--- src/rtl/aes_pkg.sv ---
// Shared AES constants, GF(2^8) helper and the MixColumns engine state encoding.
package aes_pkg;

  localparam logic [7:0] AES_POLY = 8'h1B;
  localparam int         NB       = 4;

  typedef enum logic [1:0] {
    S_IDLE = 2'd0,
    S_BUSY = 2'd1,
    S_DONE = 2'd2
  } state_e;

  // Multiply by x in GF(2^8), reducing modulo x^8 + x^4 + x^3 + x + 1.
  function automatic logic [7:0] xtime(input logic [7:0] x);
    return {x[6:0], 1'b0} ^ (x[7] ? AES_POLY : 8'h00);
  endfunction

endpackage

--- src/rtl/mix_single_column.sv ---
// Combinational MixColumns for one 32-bit column {a0,a1,a2,a3} -> {b0,b1,b2,b3}.
module mix_single_column
  import aes_pkg::*;
(
  input  logic [31:0] col_in,
  output logic [31:0] col_out
);

  logic [7:0] a0, a1, a2, a3;
  logic [7:0] x0, x1, x2, x3;

  assign a0 = col_in[31:24];
  assign a1 = col_in[23:16];
  assign a2 = col_in[15:8];
  assign a3 = col_in[7:0];

  // Each output byte is a circulant combination of 2a, 3a (= 2a ^ a) and a.
  always_comb begin
    x0 = xtime(a0);
    x1 = xtime(a1);
    x2 = xtime(a2);
    x3 = xtime(a3);
    col_out[31:24] = x0 ^ (x1 ^ a1) ^ a2 ^ a3;
    col_out[23:16] = a0 ^ x1 ^ (x2 ^ a2) ^ a3;
    col_out[15:8]  = a0 ^ a1 ^ x2 ^ (x3 ^ a3);
    col_out[7:0]   = (x0 ^ a0) ^ a1 ^ a2 ^ x3;
  end

endmodule

--- src/rtl/mix_columns_seq.sv ---
// Column-serial MixColumns engine: IDLE accepts a block, BUSY walks the column
// groups through COLS_PER_CYCLE shared column units, DONE holds the result.
module mix_columns_seq
  import aes_pkg::*;
#(
  parameter int COLS_PER_CYCLE = 1
) (
  input  logic         clk,
  input  logic         rst_n,
  input  logic         flush,
  input  logic         in_valid,
  output logic         in_ready,
  input  logic [0:127] in_data,
  input  logic         in_bypass,
  output logic         out_valid,
  input  logic         out_ready,
  output logic [0:127] out_data,
  output logic         busy
);

  generate
    if (!(COLS_PER_CYCLE == 1 || COLS_PER_CYCLE == 2 || COLS_PER_CYCLE == 4)) begin : g_bad_cpc
      $error("mix_columns_seq: COLS_PER_CYCLE must be 1, 2 or 4");
    end
  endgenerate

  // A step of 4 truncates to 0 in the 2-bit counter, which is exactly the wrap we want.
  localparam logic [1:0] CNT_STEP = 2'(COLS_PER_CYCLE);
  localparam logic [1:0] CNT_LAST = 2'(NB - COLS_PER_CYCLE);

  state_e       state_q, state_d;
  logic [1:0]   col_cnt_q, col_cnt_d;
  logic [0:127] src_q, src_d;
  logic [0:127] res_q, res_d;
  logic         byp_q, byp_d;
  logic         in_ready_q, in_ready_d;
  logic         out_valid_q, out_valid_d;
  logic [0:127] out_data_q, out_data_d;

  logic [1:0]   col_idx [COLS_PER_CYCLE];
  logic [31:0]  col_src [COLS_PER_CYCLE];
  logic [31:0]  col_res [COLS_PER_CYCLE];

  // Unit gi always serves column col_cnt + gi of the current group.
  generate
    for (genvar gi = 0; gi < COLS_PER_CYCLE; gi++) begin : g_unit
      assign col_idx[gi] = col_cnt_q + 2'(gi);
      assign col_src[gi] = src_q[{col_idx[gi], 5'b0} +: 32];

      mix_single_column u_col (
        .col_in  (col_src[gi]),
        .col_out (col_res[gi])
      );
    end
  endgenerate

  // Next-state and datapath: flush overrides everything, then per-state behaviour.
  always_comb begin
    state_d     = state_q;
    col_cnt_d   = col_cnt_q;
    src_d       = src_q;
    res_d       = res_q;
    byp_d       = byp_q;
    in_ready_d  = in_ready_q;
    out_valid_d = out_valid_q;
    out_data_d  = out_data_q;

    if (flush) begin
      // res_q and out_data_q are left alone; out_valid low marks them stale.
      state_d     = S_IDLE;
      col_cnt_d   = 2'd0;
      out_valid_d = 1'b0;
      in_ready_d  = 1'b1;
    end else begin
      case (state_q)
        S_IDLE: begin
          in_ready_d = 1'b1;
          if (in_valid && in_ready_q) begin
            src_d      = in_data;
            byp_d      = in_bypass;
            in_ready_d = 1'b0;
            if (in_bypass) begin
              res_d   = in_data;
              state_d = S_DONE;
            end else begin
              col_cnt_d = 2'd0;
              state_d   = S_BUSY;
            end
          end
        end

        S_BUSY: begin
          if (byp_q) begin
            // Bypass blocks go straight to DONE from IDLE; never transform one here.
            col_cnt_d = 2'd0;
            state_d   = S_DONE;
          end else begin
            for (int u = 0; u < COLS_PER_CYCLE; u++) begin
              res_d[{col_idx[u], 5'b0} +: 32] = col_res[u];
            end
            col_cnt_d = col_cnt_q + CNT_STEP;
            if (col_cnt_q == CNT_LAST) begin
              col_cnt_d = 2'd0;
              state_d   = S_DONE;
            end
          end
        end

        S_DONE: begin
          if (out_valid_q && out_ready) begin
            out_valid_d = 1'b0;
            in_ready_d  = 1'b1;
            state_d     = S_IDLE;
          end else begin
            out_valid_d = 1'b1;
            out_data_d  = res_q;
          end
        end

        default: begin
          state_d    = S_IDLE;
          col_cnt_d  = 2'd0;
          in_ready_d = 1'b1;
        end
      endcase
    end
  end

  // State and output registers with asynchronous active-low reset.
  always_ff @(posedge clk or negedge rst_n) begin
    if (!rst_n) begin
      state_q     <= S_IDLE;
      col_cnt_q   <= 2'd0;
      src_q       <= '0;
      res_q       <= '0;
      byp_q       <= 1'b0;
      in_ready_q  <= 1'b0;
      out_valid_q <= 1'b0;
      out_data_q  <= '0;
    end else begin
      state_q     <= state_d;
      col_cnt_q   <= col_cnt_d;
      src_q       <= src_d;
      res_q       <= res_d;
      byp_q       <= byp_d;
      in_ready_q  <= in_ready_d;
      out_valid_q <= out_valid_d;
      out_data_q  <= out_data_d;
    end
  end

  assign in_ready  = in_ready_q;
  assign out_valid = out_valid_q;
  assign out_data  = out_data_q;
  assign busy      = (state_q == S_BUSY);

endmodule
--- config.mk ---
export PLATFORM = sky130hd
export DESIGN_NAME = mix_columns_seq
export DESIGN_NICKNAME = d
export VERILOG_FILES = /design/src/rtl/aes_pkg.sv /design/src/rtl/mix_single_column.sv /design/src/rtl/mix_columns_seq.sv
export SDC_FILE = /design/constraint.sdc
export NUM_CORES = 1
export LEC_CHECK = 0
export ABC_AREA = 1
export BUFFER_PORTS_ARGS = -buffer_cell sky130_fd_sc_hd__buf_2
export CORE_AREA = 2 2 207 209
export CTS_CLUSTER_DIAMETER = 200
export DETAILED_ROUTE_END_ITERATION = 6
export DIE_AREA = 0 0 209 211
export PLACE_DENSITY = 0.68
export SLEW_MARGIN = 20
export SYNTH_ARGS = -nofsm -noshare
export SYNTH_HDL_FRONTEND = slang
export SYNTH_SLANG_ARGS = --single-unit
--- constraint.sdc ---
create_clock -name clk -period 5 [get_ports clk]
set_input_delay 0.75 -clock clk [delete_from_list [all_inputs] [get_ports clk]]
set_output_delay 0.75 -clock clk [all_outputs]
set_load 0.01 [all_outputs]
# --- After elaboration in Yosys (flattened, before gate mapping) ---
# Cells that the tools add are included.
totals:
  out_inout_bits: 131
  latch_bits: 0
  input_bits: 134
  rom_bits: 0
  n_memories: 0
  ram_bits: 0
  wordCells: 88
  regBits: 391
classes:
  n_mux: 29
  n_reduce_logical: 11
  mul: 0
  div_mod_pow: 0
  magnitude_cmp: 0
  add_sub_neg: 2
  eq_ne: 12
  bitwise: 23
  shifts: 3
op_table:
  columns: ["operator", "n"]
  rows:
  - ["$mux W128", 3]
  - ["$pmux W128 S2", 1]
  - ["$xor A8 B8 Y8", 20]
  - ["$shift A129 B9 Y128 const A", 1]
  - ["$shiftx A128 B8 Y129", 1]
  - ["$shiftx A129 B9 Y128", 1]
  - ["$bwmux W128", 1]
  - ["$mux W2", 11]
  - ["$mux W5", 4]
  - ["$pmux W2 S3", 2]
  - ["$reduce_and A3 Y1", 4]
  - ["$ne A2 B2 Y1 const B", 5]
  - ["$ne A3 B3 Y1 const B", 3]
  - ["$neg A8 Y9", 1]
  - ["$not A7 Y8", 1]
  - ["$mux W1", 6]
  - ["$reduce_and A5 Y1", 1]
  - ["$eq A2 B2 Y1 const B", 2]
  - ["$ne A4 B2 Y1 const B", 1]
  - ["$reduce_bool A2 Y1", 2]
  - ["$pmux W1 S3", 1]
  - ["$add A2 B1 Y2 const B", 1]
  - ["$eq A2 B1 Y1 const B", 1]
  - ["$logic_and A1 B1 Y1", 2]
  - ["3 further kinds", 4]

# --- Longest topological paths before layout ---
# Gate-level depths: netlist of run 1.
depth:
  ltp_word: 12
  mapped_depth: 17
  mapped_depth_nobuf: 14

# --- By module ---
# A second synthesis of run 1 with hierarchy kept.
hier_totals:
  cells_unflattened: 2862
  hier_area_um2: 20065.5
by_module_without_submodules:
  columns: ["module", "cells_per_inst", "instances", "area_per_inst_um2", "seq_area_each_um2"]
  rows:
  - ["mix_columns_seq", 2447, 1, 18183.7, 9784.4]
  - ["mix_single_column", 415, 1, 1881.8, 0.0]

# --- Least setup slack after synthesis of run 1 ---
# OpenSTA, ideal clock, no wires.
synth_path:
  path_type: "flip-flop to flip-flop"
  startpoint: "register col_cnt_q[0]"
  endpoint: "register res_q[64] in the netlist's numbering"
  arrival_ps: 2125
  setup_slack_ps: 2788
  synth_period_minus_slack_ps: 2212
  n_path_buf: 6
  setup_ps: 87
  stages_incl_launch_ff: 13
  required_ps: 4913
  cell_sequence: "dfrtp_1 > buf_6 > inv_4 > buf_8 > buf_6 > buf_2 > buf_2 > ha_1 > nand2_1 > nor2_1 > buf_2 > nand4_1 > a22oi_1"
synth_via:
  elab_chain_len: 12
  elab_cells_between_ends: 32
  cone_classes: "1 x add/sub; 3 x shift; 7 x mux; 21 x bitwise"
synth_lines:
  columns: ["item", "line_no", "text"]
  rows:
  - ["from (decl)", "mix_columns_seq.sv:32", "logic [1:0] col_cnt_q, col_cnt_d;"]
  - ["from (signal assigned)", "mix_columns_seq.sv:142", "col_cnt_q <= col_cnt_d;"]
  - ["$not A7 Y8 (implied by the code) (*)", "mix_columns_seq.sv:48, mix_columns_seq.sv:99", null]
  - ["$shiftx A128 B8 Y129", "mix_columns_seq.sv:48", "assign col_src[gi] = src_q[{col_idx[gi], 5'b0} +: 32];"]
  - ["$mux W5", "aes_pkg.sv:15", "return {x[6:0], 1'b0} ^ (x[7] ? AES_POLY : 8'h00);"]
  - ["$xor A8 B8 Y8", "aes_pkg.sv:15", null]
  - ["$xor A8 B8 Y8 (on tied branches) (4 in a row)", "mix_single_column.sv:26, mix_single_column.sv:23", null]
  - ["$shiftx A129 B9 Y128", "mix_columns_seq.sv:99", "res_d[{col_idx[u], 5'b0} +: 32] = col_res[u];"]
  - ["$bwmux W128 (*)", "mix_columns_seq.sv:99", null]
  - ["$mux W128 (*)", "mix_columns_seq.sv:93", "if (byp_q) begin"]
  - ["$pmux W128 S2 (*)", "mix_columns_seq.sv:75", "case (state_q)"]
  - ["to (signal assigned)", "mix_columns_seq.sv:144", "res_q <= res_d;"]
  - ["to (decl)", "mix_columns_seq.sv:34", "logic [0:127] res_q, res_d;"]
# Every way passes the cells marked *; elsewhere a longest branch is shown, timed or not. The select of a mux whose other input is x is not followed.
# A chain may end at the register's enable or synchronous reset.

# --- Final worst setup path of run 1 ---
layout_path:
  startpoint: "register col_cnt_q[0]"
  endpoint: "register res_q[18] in the netlist's numbering"
# Same word-level chain as after synthesis.

==> reports/qor.json, run 1 <==
{
  "status": {"value": "completed"},
  "timing.critical_path.slowest_stage_cell": {"value": "o21ai_4"},
  "drv_cap": {"value": 0},
  "num_io_pins": {"value": 265},
  "cts-root-buf": {"value": "clkbuf_16"},
  "worst_setup_startpoint": {"value": "col_cnt_q[0]$_DFFE_PN0P_"},
  "cp-endpoint": {"value": "res_q[18]$_DFFE_PN0P_"},
  "starting_drt_drc_count": {"value": 2021},
  "ys_warn_count": {"value": 0},
  "cts_resized": {"value": 0},
  "worst_setup_path_end_kind": {"value": "flip-flop"},
  "routabilityCongestion": {"value": 1.01},
  "post_cts_setup_driven_buffer_insertion_count": {"value": 0},
  "core_region_area": {"value": 41800, "unit": "um2"},
  "timing.critical_path.buf_inv": {"value": 3},
  "finClkSkew": {"value": 21.9, "unit": "ps"},
  "pin_count_of_the_biggest_net_entering_global_routing": {"value": 135},
  "path_class": {"value": "reg -> reg"},
  "reg2reg_to": {"value": "res_q[18]$_DFFE_PN0P_"},
  "buffer_ports.inserted": {"value": 264},
  "post-dp-hpwl": {"value": 54.1, "unit": "mm"},
  "timing.final.hold_violations": {"value": 0},
  "synth-edff-count": {"value": 0},
  "worst-endpoint-required": {"value": 5510, "unit": "ps"},
  "sequential_share_of_the_synthesized_area": {"value": 0.492},
  "die_x": {"value": 209, "unit": "um"},
  "setup_tns": {"value": 0, "unit": "ps"},
  "reg2regPathDepth": {"value": 7},
  "cp_max_stage_delay": {"value": 780, "unit": "ps"},
  "floorplan.die_area": {"value": 44100, "unit": "um2"},
  "worst-path-stages": {"value": 7},
  "type_of_the_most_critical_hold_path": {"value": "in -> async"},
  "total_wirelength_of_the_detailed_routed_design": {"value": 74.2, "unit": "mm"},
  "vias": {"value": 18900},
  "grt_overflow_total": {"value": 0},
  "drtPass1Iterations": {"value": 7},
  "r2r_setup_slack": {"value": 1530, "unit": "ps"},
  "final_setup_violation_count": {"value": 0},
  "synth.cell_area": {"value": 19900, "unit": "um2"},
  "ctsHoldBuffers": {"value": 0},
  "drt-wirelength-per-cell": {"value": 21.8, "unit": "um"},
  "launch_point_of_the_worst_reg_to_reg_path": {"value": "col_cnt_q[0]$_DFFE_PN0P_"},
  "number_of_routed_nets_with_antenna_violations": {"value": 0},
  "worst_setup_hold_path_clk_slew": {"value": 70, "unit": "ps"},
  "post_synth.cell_area_avg": {"value": 7.53, "unit": "um2"},
  "cpLargestDelayFamily": {"value": "compound AO/OA/AOI/OAI gates"},
  "antenna-diode-count": {"value": 0},
  "pwr_density_cell": {"value": 674, "unit": "nW/um2"},
  "drive_gt1_frac": {"value": 0.151},
  "max_freq": {"value": 288, "unit": "MHz"},
  "postSynth.topFlopCell": {"value": "dfrtp_1"},
  "synth_seq_cells": {"value": 391},
  "clk_latency": {"value": 590, "unit": "ps"},
  "synthToLayoutAreaGrowth": {"value": 15.2, "unit": "%"},
  "post_synth_num_cell_types": {"value": 36},
  "start_util": {"value": 0.476},
  "dieHeight": {"value": 211, "unit": "um"},
  "fin_crit_sh": {"value": 0.694},
  "crit_path_start_kind": {"value": "flip-flop"},
  "synthesis.instances": {"value": 2639},
  "cp.arrival": {"value": 3980, "unit": "ps"},
  "antenna_violations_before_repair": {"value": 2},
  "rsz0062_at_grt": {"value": "no"},
  "async_flop_share": {"value": 1.00},
  "cts.sinks": {"value": 391},
  "critPathMaxFanout": {"value": 71},
  "grt_pass1_wl": {"value": 111, "unit": "mm"},
  "nNetsFinal": {"value": 2967},
  "routed_via_density": {"value": 5.55},
  "clock_tree.htree_level_count": {"value": 2},
  "whs": {"value": 209, "unit": "ps"},
  "period_needed": {"value": 3470, "unit": "ps"},
  "peakVddDrop": {"value": 0.000420, "unit": "V"},
  "number_of_rows_in_the_core_area": {"value": 75},
  "timing.slew.headroom": {"value": 0.303},
  "crit_path_top_cell_by_count": {"value": "buf_4"},
  "cts-buffers-inserted": {"value": 43},
  "report.final.slew_viol_count": {"value": 0},
  "p_leak": {"value": 12.4, "unit": "nW"},
  "crit_path_cell_trace": {"value": "inv_4 -> buf_4 -> ha_1 -> o21ai_4 -> buf_4 -> a21oi_1 -> a21boi_1"},
  "grt_util_all_layers": {"value": 0.337},
  "syn_nets": {"value": 2777},
  "cts-root-to-sink-buffers": {"value": 3},
  "measured_slew_at_the_worst_slew_check_pin": {"value": 1040, "unit": "ps"},
  "cts_tree": {"value": "done"},
  "detail_route.drc_violations": {"value": 0},
  "via_count_of_the_first_global_routing_pass": {"value": 18100}
}
==> area by class of cell <==
cell class / instances / area, um2
Timing Repair Buffer: 293 / 1620
Inverter: 195 / 738
Tap cell: 539 / 674
Sequential cell: 391 / 9790
Clock inverter: 16 / 159
Multi-Input combinational cell: 1905 / 8680
Fill cell: 3970 / 18800
Clock buffer: 62 / 1250
==> placed cells by master, fill, tap and decap left out, types with 7 or more instances in the layout <==
cell type / count
dfrtp_1: 390
o21ai_0: 143
xnor2_1: 7
buf_2: 263
a21oi_1: 146
a21boi_1: 100
nand2_2: 44
buf_4: 23
nand3_1: 162
clkbuf_8: 8
clkbuf_16: 44
clkbuf_1: 10
inv_1: 185
a22oi_1: 12
nand4_1: 76
clkinv_2: 9
nand2_1: 1182
inv_2: 7
==> cell usage after synthesis, types with 7 or more instances <==
library cell	instances	area (um2)
nand2_1	1182	4440
nand3_1	163	816
xnor2_1	7	61.3
o21ai_0	143	716
nor2_1	7	26.3
buf_6	7	78.8
nand2_2	44	275
clkbuf_1	72	270
buf_2	54	270
nand4_1	76	475
inv_1	186	698
inv_2	8	30.0
buf_4	9	67.6
a21boi_1	100	751
dfrtp_1	391	9780
a22oi_1	12	90.1
a21oi_1	146	731
==> per-stage QoR <==
step	total power, W	worst slack (ps)	utilization	cell area (um2)	instances
3_3_place_gp	0.0120	1670	0.514	21500	3322
5_1_grt	0.0164	1400	0.549	22900	3401
2_1_floorplan	0.00944	2790	-	19900	2639
4_1_cts	0.0154	1610	0.549	22900	3401
3_5_place_dp	0.0121	1630	0.515	21500	3323
6_report	0.0154	1530	0.549	22900	3401
==> logic make-up (layout without fill, tap and decap cells) <==
group / after synthesis / in the layout / share of synthesized area
buffers and inverters: 343 / 566 / 0.0737
adder cells (fa/ha/maj): 4 / 4 / 0.00252
XOR/XNOR: 8 / 8 / 0.00390
AND/OR/NAND/NOR: 1481 / 1481 / 0.307
multiplexers: 1 / 1 / 0.000503
flip-flops: 391 / 391 / 0.492
AO/OA/AOI/OAI: 411 / 411 / 0.120
==> worst min path at each step <==
stage	start	to	cells past startpoint
6_report	rst_n	out_data[90]$_DFFE_PN0P_	1
5_1_grt	rst_n	out_data[90]$_DFFE_PN0P_	1
4_1_cts	rst_n	out_data[90]$_DFFE_PN0P_	1
3_5_place_dp	src_q[47]$_DFFE_PN0P_	src_q[47]$_DFFE_PN0P_	2
3_3_place_gp	src_q[87]$_DFFE_PN0P_	src_q[87]$_DFFE_PN0P_	2
2_1_floorplan	src_q[123]$_DFFE_PN0P_	src_q[123]$_DFFE_PN0P_	2
==> routing by layer <==
metal,wire length (um),track usage,vias up
li1,-,-,8820
met1,31400,0.468,9072
met2,33100,0.515,820
met3,5950,0.0563,150
met4,3660,0.162,2
met5,13,0,-
==> worst register-to-register path: cells and delay by family, from the launching register on <==
family	cells	cell delay, ps
buffers and inverters	3	1260
flip-flops	1	700
adder cells (fa/ha/maj)	1	250
AO/OA/AOI/OAI	3	1180
==> state kept, by name, indices dropped and copies added (netlist names) <==
name,flops
byp_q,1
col_cnt_q,2
in_ready,1
out_data,128
out_valid,1
res_q,128
src_q,128
state_q,2
==> power breakdown <==
group / switching, W / internal [W] / leakage [nW]
sequential: 0.000748 / 0.00461 / 4.64
clock: 0.00136 / 0.00185 / 0.696
combinational: 0.00479 / 0.00208 / 7.04
Power figures use the tool's default switching activity.
==> run 2: changes to the inputs <==
- clock period: 5 -> 3.5 ns (I/O delays scaled with it)
==> run 2 against run 1 <==
Fmax is 16% higher. Largest power group unchanged. Utilization is 2.4 points higher. Flip-flop and latch count stayed put. Power is 51% higher. Final area is 4.4% higher. Clock skew is 8.1 ps higher. Critical path type unchanged. Sequential share of layout area is 1.8 points lower. Highest routed layer unchanged. Combinational power is 59% higher.
==> reports/qor.json, run 2 (synthesis results as in run 1) <==
{
  "num_io_pins": {"value": 265},
  "rsz0062_at_grt": {"value": "no"},
  "type_of_the_most_critical_hold_path": {"value": "in -> async"},
  "drtPass1Iterations": {"value": 6},
  "setup_tns": {"value": 0, "unit": "ps"},
  "timing.critical_path.slowest_stage_cell": {"value": "dfrtp_4"},
  "routabilityCongestion": {"value": 1.01},
  "total_wirelength_of_the_detailed_routed_design": {"value": 81.9, "unit": "mm"},
  "post_cts_setup_driven_buffer_insertion_count": {"value": 0},
  "drt-wirelength-per-cell": {"value": 23.4, "unit": "um"},
  "worst_setup_hold_path_clk_slew": {"value": 60, "unit": "ps"},
  "final_setup_violation_count": {"value": 0},
  "critPathMaxFanout": {"value": 59},
  "drv_cap": {"value": 0},
  "p_leak": {"value": 12.9, "unit": "nW"},
  "number_of_rows_in_the_core_area": {"value": 75},
  "cts-root-to-sink-buffers": {"value": 3},
  "grt_pass1_wl": {"value": 121, "unit": "mm"},
  "pwr_density_cell": {"value": 972, "unit": "nW/um2"},
  "cts_tree": {"value": "done"},
  "grt_util_all_layers": {"value": 0.373},
  "cts.sinks": {"value": 391},
  "floorplan.die_area": {"value": 44100, "unit": "um2"},
  "reg2regPathDepth": {"value": 14},
  "routed_via_density": {"value": 5.61},
  "period_needed": {"value": 3000, "unit": "ps"},
  "worst_setup_path_end_kind": {"value": "flip-flop"},
  "synthToLayoutAreaGrowth": {"value": 20.3, "unit": "%"},
  "starting_drt_drc_count": {"value": 2282},
  "via_count_of_the_first_global_routing_pass": {"value": 18800},
  "drive_gt1_frac": {"value": 0.179},
  "detail_route.drc_violations": {"value": 0},
  "cts-root-buf": {"value": "clkbuf_16"},
  "clk_latency": {"value": 590, "unit": "ps"},
  "finClkSkew": {"value": 30.0, "unit": "ps"},
  "core_region_area": {"value": 41800, "unit": "um2"},
  "timing.slew.headroom": {"value": 0.468},
  "pin_count_of_the_biggest_net_entering_global_routing": {"value": 91},
  "worst-endpoint-required": {"value": 3990, "unit": "ps"},
  "vias": {"value": 19700},
  "timing.final.hold_violations": {"value": 0},
  "dieHeight": {"value": 211, "unit": "um"},
  "path_class": {"value": "reg -> reg"},
  "number_of_routed_nets_with_antenna_violations": {"value": 0},
  "nNetsFinal": {"value": 3070},
  "whs": {"value": 1.94, "unit": "ps"},
  "launch_point_of_the_worst_reg_to_reg_path": {"value": "col_cnt_q[0]$_DFFE_PN0P_"},
  "layout.cells.most_common": {"value": "nand2_1"},
  "crit_path_start_kind": {"value": "flip-flop"},
  "reg2reg_to": {"value": "res_q[50]$_DFFE_PN0P_"},
  "post-dp-hpwl": {"value": 60.0, "unit": "mm"},
  "seq_area": {"value": 9790, "unit": "um2"},
  "report.final.slew_viol_count": {"value": 0},
  "placement.setup.worst_slack": {"value": 627, "unit": "ps"},
  "cp_max_stage_delay": {"value": 610, "unit": "ps"},
  "max_freq": {"value": 333, "unit": "MHz"},
  "buffer_ports.inserted": {"value": 264},
  "antenna_violations_before_repair": {"value": 2},
  "cp.arrival": {"value": 3490, "unit": "ps"},
  "r2r_setup_slack": {"value": 500, "unit": "ps"},
  "status": {"value": "completed"},
  "multi_input_area": {"value": 8680, "unit": "um2"},
  "cts_resized": {"value": 0},
  "fillers": {"value": 3909},
  "crit_path_top_cell_by_count": {"value": "nand2_1"},
  "die_x": {"value": 209, "unit": "um"},
  "start_util": {"value": 0.476},
  "layout_common_cells": {"value": "1182 x nand2_1, 390 x dfrtp_1, 263 x buf_2"},
  "clock_tree.htree_level_count": {"value": 2},
  "peakVddDrop": {"value": 0.000550, "unit": "V"},
  "post-route-worst-setup-slack": {"value": 496, "unit": "ps"},
  "crit_path_cell_trace": {"value": "inv_4 -> buf_12 -> nand2_1 -> nand3_1 -> nand2_1 -> inv_1 -> nand2_1 -> nand2_1 -> nand2_1 -> nand2_1 -> nand2_1 -> nand2_1 -> nand3_1 -> a21boi_1"},
  "grt_overflow_total": {"value": 0},
  "measured_slew_at_the_worst_slew_check_pin": {"value": 798, "unit": "ps"},
  "ctsHoldBuffers": {"value": 0},
  "cts-buffers-inserted": {"value": 43},
  "fin_crit_sh": {"value": 0.858}
}
==> run 2: cell types whose count changed in the layout (fill, tap and decap cells not counted), sizes merged <==
cell / before / now
buf: 293 / 396
inv: 197 / 196
clkinvlp: 1 / 2
diode: 0 / 1
bufinv: 2 / 4
clkinv: 11 / 5
==> run 2: worst max path at each step <==
stage,startpoint,slack (ps),to,depth (start not counted)
CTS,col_cnt_q[0]$_DFFE_PN0P_,600,res_q[50]$_DFFE_PN0P_,14
global route,col_cnt_q[0]$_DFFE_PN0P_,360,res_q[50]$_DFFE_PN0P_,14
detailed placement,col_cnt_q[0]$_DFFE_PN0P_,630,res_q[50]$_DFFE_PN0P_,14
global placement,col_cnt_q[0]$_DFFE_PN0P_,650,res_q[15]$_DFFE_PN0P_,15
floorplan,col_cnt_q[0]$_DFFE_PN0P_,1290,res_q[64]$_DFFE_PN0P_,12
finish,col_cnt_q[0]$_DFFE_PN0P_,500,res_q[50]$_DFFE_PN0P_,14
==> run 2: metal layers <==
| layer | up-vias | global-route usage | share of wire |
|---|---|---|---|
| li1 | 9006 | - | - |
| met1 | 9614 | 0.516 | 0.43 |
| met2 | 864 | 0.589 | 0.45 |
| met3 | 170 | 0.0514 | 0.071 |
| met4 | 2 | 0.169 | 0.049 |
| met5 | - | 0 | 0.00013 |
==> run 2: per-stage QoR <==
| step | total power (W) | instance area, um2 | cells | util |
|---|---|---|---|---|
| detailed placement | 0.0184 | 22500 | 3426 | 0.539 |
| finish | 0.0233 | 23900 | 3501 | 0.573 |
| floorplan | 0.0135 | 19900 | 2639 | - |
| global placement | 0.0182 | 22500 | 3426 | 0.539 |
| global route | 0.0247 | 23900 | 3500 | 0.573 |
| CTS | 0.0231 | 23900 | 3500 | 0.573 |
==> run 2: power breakdown <==
group / switching, W / internal, W
Sequential: 0.00113 / 0.00658
Clock: 0.00191 / 0.00277
Combinational: 0.00706 / 0.00380
Total: 0.0101 / 0.0132
==> run 2: worst max-delay path, delay by kind of cell, from the launching register on <==
family / cells / cell delay (ps)
buffers and inverters: 3 / 660
AOI/OAI and AO/OA: 1 / 190
and+or+nand+nor: 10 / 1400
DFF: 1 / 610
==> run 2: final cells by class <==
class / instances / area share
inverter: 195 / 0.0309
antenna: 1 / 0.000105
sequential: 391 / 0.409
tap: 539 / 0.0282
multi-input combinational: 1905 / 0.363
clock inverter: 12 / 0.00722
timing repair buffer: 396 / 0.109
clock buffer: 62 / 0.0523
